<file path="src/rtl/ALU_def.sv">
// Shared definitions for the sequential ALU: operation codes and the
// iteration modes used by the multi-cycle shift/multiply unit.
package ALU_def;

    localparam int ALU_CTRL_W = 4;

    // Operation select. Codes 13..15 are undefined and produce a zero result.
    typedef enum logic [ALU_CTRL_W-1:0] {
        ALU_ADD  = 4'd0,
        ALU_ADDC = 4'd1,
        ALU_SUB  = 4'd2,
        ALU_AND  = 4'd3,
        ALU_OR   = 4'd4,
        ALU_NEG  = 4'd5,
        ALU_LTS  = 4'd6,
        ALU_LT   = 4'd7,
        ALU_SLL  = 4'd8,
        ALU_SRL  = 4'd9,
        ALU_SRA  = 4'd10,
        ALU_SUBB = 4'd11,
        ALU_MUL  = 4'd12
    } ALU_CTRL;

    // Per-iteration behaviour of the iterative unit once the shift direction
    // implied by the sign of b has been resolved.
    typedef enum logic [1:0] {
        IT_SHL = 2'd0,
        IT_SHR = 2'd1,
        IT_SRA = 2'd2,
        IT_MUL = 2'd3
    } iter_mode_t;

endpackage

</file>
<file path="src/rtl/alu_iter_unit.sv">
// Iterative engine: one shift step or one shift-add multiply step per cycle.
// done is high in the cycle of the final step; res_lo/res_hi carry the value
// that step produces so the caller can register it on the same edge.
module alu_iter_unit
    import ALU_def::*;
#(
    parameter int WIDTH = 8
) (
    input  logic             clk,
    input  logic             rst_n,
    input  logic             start,
    input  ALU_CTRL          op,
    input  logic [WIDTH-1:0] a,
    input  logic [WIDTH-1:0] b,
    output logic             busy,
    output logic             done,
    output logic [WIDTH-1:0] res_lo,
    output logic [WIDTH-1:0] res_hi
);

    localparam int CW = $clog2(WIDTH + 1);
    // WIDTH as a bit vector, zero-extended so any WIDTH can be sliced safely.
    localparam logic [WIDTH+31:0] LP_W_WIDE  = {{WIDTH{1'b0}}, WIDTH};
    localparam logic [WIDTH-1:0]  LP_W_OPW   = LP_W_WIDE[WIDTH-1:0];
    localparam logic [CW-1:0]     LP_W_CNT   = LP_W_WIDE[CW-1:0];
    localparam logic [CW-1:0]     LP_CNT_ONE = {{(CW-1){1'b0}}, 1'b1};
    localparam logic [CW-1:0]     LP_CNT_0   = {CW{1'b0}};

    logic             r_busy;
    logic [CW-1:0]    r_cnt;
    logic [WIDTH-1:0] r_lo;
    logic [WIDTH-1:0] r_hi;
    logic [WIDTH-1:0] r_mcand;
    iter_mode_t       r_mode;

    logic [WIDTH-1:0] w_mag;
    logic [CW-1:0]    w_k;
    logic [CW-1:0]    w_cnt_init;
    iter_mode_t       w_mode;
    logic [WIDTH:0]   w_sum;
    logic [WIDTH-1:0] w_lo_nxt;
    logic [WIDTH-1:0] w_hi_nxt;

    // Shift magnitude from signed b; counts of WIDTH or more saturate to WIDTH.
    assign w_mag      = b[WIDTH-1] ? ({WIDTH{1'b0}} - b) : b;
    assign w_k        = (w_mag >= LP_W_OPW) ? LP_W_CNT : w_mag[CW-1:0];
    assign w_cnt_init = (w_mode == IT_MUL) ? LP_W_CNT : w_k;

    // Resolve the step direction: a negative amount reverses the shift.
    always_comb begin
        w_mode = IT_SHL;
        case (op)
            ALU_SLL: w_mode = b[WIDTH-1] ? IT_SHR : IT_SHL;
            ALU_SRL: w_mode = b[WIDTH-1] ? IT_SHL : IT_SHR;
            ALU_SRA: w_mode = b[WIDTH-1] ? IT_SHL : IT_SRA;
            ALU_MUL: w_mode = IT_MUL;
            default: w_mode = IT_SHL;
        endcase
    end

    // One iteration: shift r_lo, or add the multiplicand into the high half
    // and shift the {hi,lo} product/multiplier pair right by one.
    always_comb begin
        w_sum    = {1'b0, r_hi} + (r_lo[0] ? {1'b0, r_mcand} : {(WIDTH+1){1'b0}});
        w_lo_nxt = r_lo;
        w_hi_nxt = r_hi;
        case (r_mode)
            IT_SHL: w_lo_nxt = {r_lo[WIDTH-2:0], 1'b0};
            IT_SHR: w_lo_nxt = {1'b0, r_lo[WIDTH-1:1]};
            IT_SRA: w_lo_nxt = {r_lo[WIDTH-1], r_lo[WIDTH-1:1]};
            IT_MUL: begin
                w_hi_nxt = w_sum[WIDTH:1];
                w_lo_nxt = {w_sum[0], r_lo[WIDTH-1:1]};
            end
            default: w_lo_nxt = r_lo;
        endcase
    end

    // Load operands on start, then step and count down until the last step.
    always_ff @(posedge clk or negedge rst_n) begin
        if (!rst_n) begin
            r_busy  <= 1'b0;
            r_cnt   <= LP_CNT_0;
            r_lo    <= {WIDTH{1'b0}};
            r_hi    <= {WIDTH{1'b0}};
            r_mcand <= {WIDTH{1'b0}};
            r_mode  <= IT_SHL;
        end else if (start) begin
            r_busy  <= (w_cnt_init != LP_CNT_0);
            r_cnt   <= w_cnt_init;
            r_lo    <= (w_mode == IT_MUL) ? b : a;
            r_hi    <= {WIDTH{1'b0}};
            r_mcand <= a;
            r_mode  <= w_mode;
        end else if (r_busy) begin
            r_lo   <= w_lo_nxt;
            r_hi   <= w_hi_nxt;
            r_cnt  <= r_cnt - LP_CNT_ONE;
            r_busy <= (r_cnt != LP_CNT_ONE);
        end else begin
            r_busy <= 1'b0;
        end
    end

    assign busy   = r_busy;
    assign done   = r_busy && (r_cnt == LP_CNT_ONE);
    assign res_lo = w_lo_nxt;
    assign res_hi = w_hi_nxt;

endmodule

</file>
<file path="src/rtl/alu_seq.sv">
// Handshaked WIDTH-generic ALU with a persistent carry flag. Single-cycle ops
// complete on the accept edge; shifts and MUL run in alu_iter_unit.
module alu_seq
    import ALU_def::*;
#(
    parameter int WIDTH = 8
) (
    input  logic             clk,
    input  logic             rst_n,
    input  logic             in_valid,
    output logic             in_ready,
    input  ALU_CTRL          ctrl,
    input  logic [WIDTH-1:0] a,
    input  logic [WIDTH-1:0] b,
    output logic             out_valid,
    input  logic             out_ready,
    output logic [WIDTH-1:0] out,
    output logic [WIDTH-1:0] out_hi,
    output logic             zero,
    output logic             carry
);

    typedef enum logic [1:0] {
        ST_IDLE = 2'd0,
        ST_BUSY = 2'd1,
        ST_DONE = 2'd2
    } state_t;

    localparam logic [WIDTH-1:0] LP_ZERO = {WIDTH{1'b0}};

    state_t           r_state;
    logic             r_out_valid;
    logic [WIDTH-1:0] r_out;
    logic [WIDTH-1:0] r_out_hi;
    logic             r_zero;
    logic             r_carry;

    logic             w_in_ready;
    logic             w_accept;
    logic             w_single;
    logic [WIDTH:0]   w_sum;
    logic [WIDTH-1:0] w_sc_res;
    logic             w_sc_c;
    logic             w_it_busy;
    logic             w_it_done;
    logic [WIDTH-1:0] w_it_lo;
    logic [WIDTH-1:0] w_it_hi;

    // Accept in IDLE, or in DONE when the current result is retired this edge.
    always_comb begin
        w_in_ready = 1'b0;
        case (r_state)
            ST_IDLE: w_in_ready = 1'b1;
            ST_DONE: w_in_ready = out_ready;
            default: w_in_ready = 1'b0;
        endcase
    end

    assign w_accept = in_valid && w_in_ready;

    // Single-cycle datapath; w_sc_c defaults to the held carry so only the
    // add/subtract family changes it. Non-zero shifts and MUL go iterative.
    always_comb begin
        w_sum    = {(WIDTH+1){1'b0}};
        w_sc_res = LP_ZERO;
        w_sc_c   = r_carry;
        w_single = 1'b1;
        case (ctrl)
            ALU_ADD: begin
                w_sum    = {1'b0, a} + {1'b0, b};
                w_sc_res = w_sum[WIDTH-1:0];
                w_sc_c   = w_sum[WIDTH];
            end
            ALU_ADDC: begin
                w_sum    = {1'b0, a} + {1'b0, b} + {{WIDTH{1'b0}}, r_carry};
                w_sc_res = w_sum[WIDTH-1:0];
                w_sc_c   = w_sum[WIDTH];
            end
            ALU_SUB: begin
                w_sum    = {1'b0, a} - {1'b0, b};
                w_sc_res = w_sum[WIDTH-1:0];
                w_sc_c   = w_sum[WIDTH];
            end
            ALU_SUBB: begin
                w_sum    = {1'b0, a} - {1'b0, b} - {{WIDTH{1'b0}}, r_carry};
                w_sc_res = w_sum[WIDTH-1:0];
                w_sc_c   = w_sum[WIDTH];
            end
            ALU_AND: w_sc_res = a & b;
            ALU_OR:  w_sc_res = a | b;
            ALU_NEG: w_sc_res = ~a;
            ALU_LTS: w_sc_res = {{(WIDTH-1){1'b0}}, ($signed(a) < $signed(b))};
            ALU_LT:  w_sc_res = {{(WIDTH-1){1'b0}}, (a < b)};
            ALU_SLL, ALU_SRL, ALU_SRA: begin
                if (b == LP_ZERO) begin
                    w_sc_res = a;
                end else begin
                    w_single = 1'b0;
                end
            end
            ALU_MUL: w_single = 1'b0;
            default: w_sc_res = LP_ZERO;
        endcase
    end

    alu_iter_unit #(
        .WIDTH (WIDTH)
    ) u_iter (
        .clk    (clk),
        .rst_n  (rst_n),
        .start  (w_accept && !w_single),
        .op     (ctrl),
        .a      (a),
        .b      (b),
        .busy   (w_it_busy),
        .done   (w_it_done),
        .res_lo (w_it_lo),
        .res_hi (w_it_hi)
    );

    // Handshake FSM with registered result, zero and carry flags.
    always_ff @(posedge clk or negedge rst_n) begin
        if (!rst_n) begin
            r_state     <= ST_IDLE;
            r_out_valid <= 1'b0;
            r_out       <= LP_ZERO;
            r_out_hi    <= LP_ZERO;
            r_zero      <= 1'b1;
            r_carry     <= 1'b0;
        end else if (w_accept) begin
            if (w_single) begin
                r_state     <= ST_DONE;
                r_out_valid <= 1'b1;
                r_out       <= w_sc_res;
                r_out_hi    <= LP_ZERO;
                r_zero      <= (w_sc_res == LP_ZERO);
                r_carry     <= w_sc_c;
            end else begin
                r_state     <= ST_BUSY;
                r_out_valid <= 1'b0;
            end
        end else begin
            case (r_state)
                ST_IDLE: r_state <= ST_IDLE;
                ST_BUSY: begin
                    if (w_it_done) begin
                        r_state     <= ST_DONE;
                        r_out_valid <= 1'b1;
                        r_out       <= w_it_lo;
                        r_out_hi    <= w_it_hi;
                        r_zero      <= (w_it_lo == LP_ZERO);
                    end else if (!w_it_busy) begin
                        // Iterative unit idle without finishing: recover.
                        r_state     <= ST_IDLE;
                        r_out_valid <= 1'b0;
                    end else begin
                        r_state <= ST_BUSY;
                    end
                end
                ST_DONE: begin
                    if (out_ready) begin
                        r_state     <= ST_IDLE;
                        r_out_valid <= 1'b0;
                    end else begin
                        r_state <= ST_DONE;
                    end
                end
                default: begin
                    r_state     <= ST_IDLE;
                    r_out_valid <= 1'b0;
                end
            endcase
        end
    end

    assign in_ready  = w_in_ready;
    assign out_valid = r_out_valid;
    assign out       = r_out;
    assign out_hi    = r_out_hi;
    assign zero      = r_zero;
    assign carry     = r_carry;

endmodule

</file>
<file path="config.mk">
export PLATFORM = sky130hd
export DESIGN_NAME = alu_seq
export DESIGN_NICKNAME = d
export VERILOG_FILES = /design/src/rtl/ALU_def.sv /design/src/rtl/alu_iter_unit.sv /design/src/rtl/alu_seq.sv
export SDC_FILE = /design/constraint.sdc
export NUM_CORES = 1
export LEC_CHECK = 0
export CAP_MARGIN = 0
export CORE_AREA = 2 2 132 134
export DETAILED_ROUTE_END_ITERATION = 16
export DIE_AREA = 0 0 134 136
export GPL_TIMING_DRIVEN = 0
export SYNTH_ARGS = -nofsm -noshare
export SYNTH_HDL_FRONTEND = slang
export SYNTH_SLANG_ARGS = --single-unit
</file>
<file path="constraint.sdc">
create_clock -name clk -period 3 [get_ports clk]
set_clock_uncertainty 0.05 [all_clocks]
set_input_delay 0.3 -clock clk [delete_from_list [all_inputs] [get_ports clk]]
set_output_delay 0.3 -clock clk [all_outputs]
set_load 0.02 [all_outputs]
</file>
=== Yosys cells after proc, flatten, opt, wreduce, memory -nomap -nowiden ===
Cells that the tools add are included.

* Register bits after elaboration: 52
* Word-level logic and storage cells: 117
* Output and inout bits: 20

* Reductions and logical operators: 19
* Add/subtract/negate cells: 7
* Equal/unequal tests: 24
* Bitwise logic cells: 3
* Muxes and demuxes: 49
* Magnitude comparators: 3

{| class="wikitable"
|+ Operators by type and width
! kind !! number
|-
| two-way mux 8 bit || 17
|-
| case mux 8 bit (10 select lines) || 1
|-
| case mux 8 bit (4 select lines) || 1
|-
| logical NOT 8 bit || 3
|-
| == test 4 bit, second input constant || 5
|-
| == test 4 x 3 -> 1 bit, second input constant || 4
|-
| < comparator 8 bit || 2
|-
| two-way mux 4 bit || 4
|-
| two-way mux 1 bit || 15
|-
| two-way mux 2 bit || 5
|-
| adder 8 x 8 -> 9 bit || 1
|-
| adder 8 x 9 -> 9 bit || 1
|-
| adder 9 x 1 -> 9 bit || 1
|-
| AND reduction 3 bit || 3
|-
| subtractor 8 x 8 -> 9 bit || 1
|-
| subtractor 9 x 1 -> 9 bit || 1
|-
| AND 8 bit || 1
|-
| == test 2 bit, second input constant || 4
|-
| == test 4 x 1 -> 1 bit, second input constant || 2
|-
| == test 4 x 2 -> 1 bit, second input constant || 2
|-
| greater-or-equal comparator 8 x 4 -> 1 bit, second input constant || 1
|-
| inverter 8 bit || 1
|-
| bitwise OR 8 bit || 1
|-
| case mux 2 bit (4 select lines) || 1
|-
| 19 further kinds || 27
|}

=== Longest topological paths before layout ===
* Depth in word-level cells: 7
* Gate-level depth with buffers: 12

=== By module ===
A second synthesis with hierarchy kept.

* Cells, all modules: 584
* Area, all modules: 5,051.1 µm²

{| class="wikitable"
|+ By module, submodules not included
! module !! times used !! seq. area each (µm²) !! cells each !! area each (µm²)
|-
| alu_seq || 1 || 526.8 || 345 || 2,770.2
|-
| alu_iter_unit || 1 || 775.7 || 239 || 2,280.9
|}

=== Worst setup path after synthesis ===
Ideal clock, no wire load.

* Kind: in2reg
* From: input port b[1]
* To: register r_out[6], in the netlist out[6]
* Data arrival time: 2,705 ps
* Library setup time: 118 ps
* Slack: 126 ps
* Stages: 10
* Data required time: 2,832 ps
* Cell sequence: inv_1 -> ha_1 -> a211oi_2 -> o21ai_1 -> a221o_1 -> or4b_4 -> xor2_1 -> a221oi_2 -> a311oi_1 -> a21o_1

* Longest elaborated chain between the ends: 5

{| class="wikitable"
|+ Ends and longest elaborated chain
! item !! RTL line !! source
|-
| from (decl) || alu_seq.sv:14 || <nowiki>input logic [WIDTH-1:0] b,</nowiki>
|-
| subtractor 8 x 8 -> 9 bit, or another cell as far along || alu_seq.sv:80, alu_seq.sv:85 ||
|-
| subtractor 9 x 1 -> 9 bit, or another cell as far along || alu_seq.sv:85 || <nowiki>w_sum = {1'b0, a} - {1'b0, b} - {{WIDTH{1'b0}}, r_carry};</nowiki>
|-
| case mux 8 bit (10 select lines) / case mux 1 bit (2 select lines) (equally long branches) || alu_seq.sv:68 || <nowiki>case (ctrl)</nowiki>
|-
| two-way mux 8 bit / != test 2 x 1 -> 1 bit (equally long branches) || - ||
|-
| two-way mux 8 bit / AND reduction 3 bit (equally long branches) || - ||
|-
| to (signal assigned) || alu_seq.sv:134 || <nowiki>r_out <= w_sc_res;</nowiki>
|-
| to (signal assigned) || alu_seq.sv:149 || <nowiki>r_out <= w_it_lo;</nowiki>
|-
| to (decl) || alu_seq.sv:33 || <nowiki>logic [WIDTH-1:0] r_out;</nowiki>
|}

Several ways; a longest one is shown, not always the timed one. The select of a mux whose other input is x is not followed.
A chain may end at the register's enable or synchronous reset.

=== Worst setup path in the final report ===
* From: input port b[1]
* To: register r_carry, in the netlist carry

* Longest elaborated chain between the ends: 4

{| class="wikitable"
|+ Ends and longest elaborated chain
! item !! RTL line !! source
|-
| parallel branches: the longest is 4 deep, another holds subtractor 8 x 8 -> 9 bit || - ||
|-
| to (signal assigned) || alu_seq.sv:137 || <nowiki>r_carry <= w_sc_c;</nowiki>
|-
| to (decl) || alu_seq.sv:36 || <nowiki>logic r_carry;</nowiki>
|}

Several ways; the timed one is not identified.

==> run_results.csv <==
group,metric,value,unit
global_routing,grt_start_max_net_pins,29,
power,cellLeakagePower,0.00262,µW
placed_design,place_ws,-1060,ps
worst_hold_path,worstHoldEndpoint,"u_iter.r_cnt[0]",
cts,insertion_delay,300,ps
logic_synthesis,avgSynthCellArea,8.16,µm²
floorplan,start_util,0.294,
cells_and_area,layoutNonFillerInstCount,894,
power,p_total,3370,µW
power,combPwrFrac,0.501,
setup_path,cp-end-kind,"register",
logic_synthesis,synth_area_leaders,"dfrtp_1 26%, ha_1 11%, o21ai_0 4.7%, a21oi_1 4.4%, nand2_1 4.2%",
detailed_routing,wl,15500,µm
timing,finalCritPeriodShare,0.981,
power,seq_power_share,0.335,
timing,setup_violations,0,
timing,max_freq,340,MHz
timing,worstMarginPinSlew,1070,ps
power,switching_share,0.411,
cts,root_buffer,"clkbuf_16",
cts,clockBufferDepth,2,
placed_design,hpwl,12100,µm
detailed_routing,antenna_left,0,
logic_synthesis,synth_seq_area_share,0.263,
worst_hold_path,hp-start,"b[0]",
logic_synthesis,async_flop_share,1.00,
logic_synthesis,netlist.area_leader.share,0.257,
detailed_routing,drt_iter0_markers,367,
setup_path,rrSetupSlack,280,ps
worst_hold_path,holdPathStages,2,
power,pwr-share-clk,0.164,
logic_synthesis,syn_inst,608,
cells_and_area,syn_to_final_growth,21.0,%
power,vdd_drop_max,0.275,mV
setup_path,cp_max_fo,7,
floorplan,die_area,18200,µm²
placed_design,dp.cells,876,
detailed_routing,vias_per_cell,5.27,
worst_hold_path,worst_hold_path_type,"in -> reg",
logic_synthesis,synth_cell_type_count,78,
setup_path,crit_chain,"buf_2, clkinv_4, ha_1, or2_1, o211a_1, o311ai_1, nand3_2, nor4b_1, xor2_1, nand2_1, a31oi_1",
global_routing,grt_pass1_wl,24900,µm
cells_and_area,final_area,6000,µm²
cells_and_area,num-nets-final,740,
power,p_per_area,561,nW/µm²
detailed_routing,num_vias,4708,
detailed_routing,firstDrtPassIters,5,
floorplan,dieHeight,136,µm
placed_design,portBuffers,42,
setup_path,cp_num_cells,11,
floorplan,num_rows,48,
setup_path,r2r-start,"u_iter.r_lo[0]",
timing,finalMaxSlewViolations,0,
setup_path,critPathSlowestCell,"o311ai_1",
setup_path,crit_family,"compound AO/OA/AOI/OAI gates",
cells_and_area,fillers,1763,
setup_path,r2r_end,"out_hi[7]",
setup_path,slowest_delay,700,ps
power,power.internal,1980,µW
logic_synthesis,synth.ff_latch_count,52,
outcome,status,"complete, no violations",
timing,hold_viol,0,
timing,relSlewSlack,0.283,
cts,cts_buffers,5,
setup_path,rr_worst_depth,11,
setup_path,worst-path-buf-inv,2,
timing,fin_hold_ws,288,ps
logic_synthesis,synth-edff-count,0,
setup_path,worst_ep_required_time,3130,ps
logic_synthesis,synthTopCellsByCount,"55 x nand2_1, 55 x nor2_1, 51 x dfrtp_1",
global_routing,antenna_found_initial,0,
logic_synthesis,synth_ff_type,"dfrtp_1",
logic_synthesis,yosys.area.top_type,"dfrtp_1",
detailed_routing,drc,0,
global_routing,globalRouteTotalUtil,0.173,
floorplan,core,16900,µm²
setup_path,critical_path_arrival,3080,ps
cts,cts_tree,"done",
cts,clkTransAtPathRegs,70,ps
logic_synthesis,yosys_warnings,0,
run,drv_cap,0,
cells_and_area,num_antenna_cells,0,
global_routing,grt_pass1_vias,4514,
floorplan,io_pins,44,
logic_synthesis,syn_nets,679,
timing,fin_crit,2940,ps
setup_path,start_kind,"primary input",
setup_path,worst-setup-path-type,"in -> reg",
timing,worst_slack,57.5,ps
detailed_routing,wl_per_cell,17.3,µm
cells_and_area,drive_gt1_frac,0.129,
placed_design,place_area,5680,µm²
cts,htreeDepth,2,
global_routing,overflow,0,
power,p_switching,1380,µW
cts,cts.sinks,52,
floorplan,chipWidth,134,µm
logic_synthesis,syn_area,4960,µm²
placed_design,gp_congestion,0.940,
-- layout make-up --
| class | count | area (µm²) | share of cell area |
|---|---|---|---|
| plain buffers | 30 | 175 | 0.0292 |
| well taps | 225 | 282 | 0.0469 |
| inverters | 42 | 165 | 0.0275 |
| clock buffers | 6 | 129 | 0.0215 |
| clock inverters | 1 | 5.00 | 0.000834 |
| repair buffers | 54 | 484 | 0.0807 |
| multi-input cells | 484 | 3460 | 0.576 |
| flip-flops and latches | 52 | 1300 | 0.217 |
-- cell usage in the layout (no fill, tap or decap), drive strengths merged, types with 4 or more instances in the layout --
cell,n
a21o,7
clkbuf,40
nand2b,8
xor2,8
a22oi,5
a211oi,11
and3,5
o21bai,8
a31oi,5
inv,41
clkdlybuf4s50,26
nor3,17
o21ai,52
o31ai,4
or2,7
xnor2,19
nor2,55
nor4b,5
nand2,55
o211ai,8
buf,19
a22o,4
dfrtp,51
mux2i,16
nand4,4
nor2b,5
a21oi,45
a221oi,5
and3b,4
nand3,11
and2,13
ha,44
or3,5
-- what timing repair did --
item / in CTS / in global routing
pin swaps: 4 / 5
gates cloned: 0 / 0
setup buffers: 4 / 6
setup endpoints to repair: 40 / 29
hold endpoints to repair: 24 / 0
resized for setup: 54 / 39
hold buffers: 1 / 0
-- power by group through the flow --
stage / registers [µW] / logic (µW) / clock network (µW)
global placement: 1140 / 1600 / 0
CTS: 1130 / 1650 / 566
finish: 1130 / 1690 / 551
floorplan: 1160 / 1070 / 0
global route: 1170 / 1880 / 592
detailed placement: 1140 / 1620 / 0
-- cells by family after synthesis --
kind of cell             share of synthesized area
AO/OA/AOI/OAI                                0.248
XOR/XNOR                                    0.0477
adder cells (fa/ha/maj)                      0.123
buffers and inverters                       0.0666
flip-flops                                   0.263
multiplexers                                0.0391
AND/OR/NAND/NOR                              0.213
-- per-stage QoR --
| step | utilization | setup TNS (ps) |
|---|---|---|
| floorplan | - | 0 |
| global placement | 0.335 | -29950 |
| detailed placement | 0.336 | -28170 |
| CTS | 0.350 | 0 |
| global route | 0.356 | -1.96 |
| finish | 0.356 | 0 |
-- sequential cells by signal, indices dropped and copies added, names as in the netlist --
| register | flops |
|---|---|
| out_valid | 1 |
| u_iter.r_mcand | 8 |
| out_hi | 8 |
| carry | 1 |
| out | 8 |
| u_iter.busy | 1 |
| u_iter.r_mode | 2 |
| r_state | 2 |
| zero | 1 |
| u_iter.r_lo | 8 |
| u_iter.r_hi | 8 |
| u_iter.r_cnt | 4 |
-- metal layers --
layer | vias up | wire, µm | track usage
li1 | 2301 | - | -
met1 | 2242 | 7400 | 0.241
met2 | 139 | 6980 | 0.280
met3 | 26 | 710 | 0.0205
met4 | 0 | 393 | 0.0567
met5 | - | 0 | 0
-- worst reg2reg max path: stages, from the launching register on --
cell and delay, ps:
dfrtp_1 460, and2_1 170, ha_1 200, fa_1 410
a21o_1 180, a21oi_1 220, o21bai_1 90, a21oi_1 240
o21bai_1 100, a21oi_1 190, o21ai_0 100, a22o_1 200
-- how the worst max path moves through the flow --
stage	slack, ps	start	end
floorplan	130	b[1]	out[6]
CTS	20	b[0]	out[6]
global route	-2	b[6]	zero
detailed placement	-1060	a[1]	out[6]
global placement	-1050	a[1]	out[6]
finish	60	b[1]	carry
(Power assumes the default switching activity.)
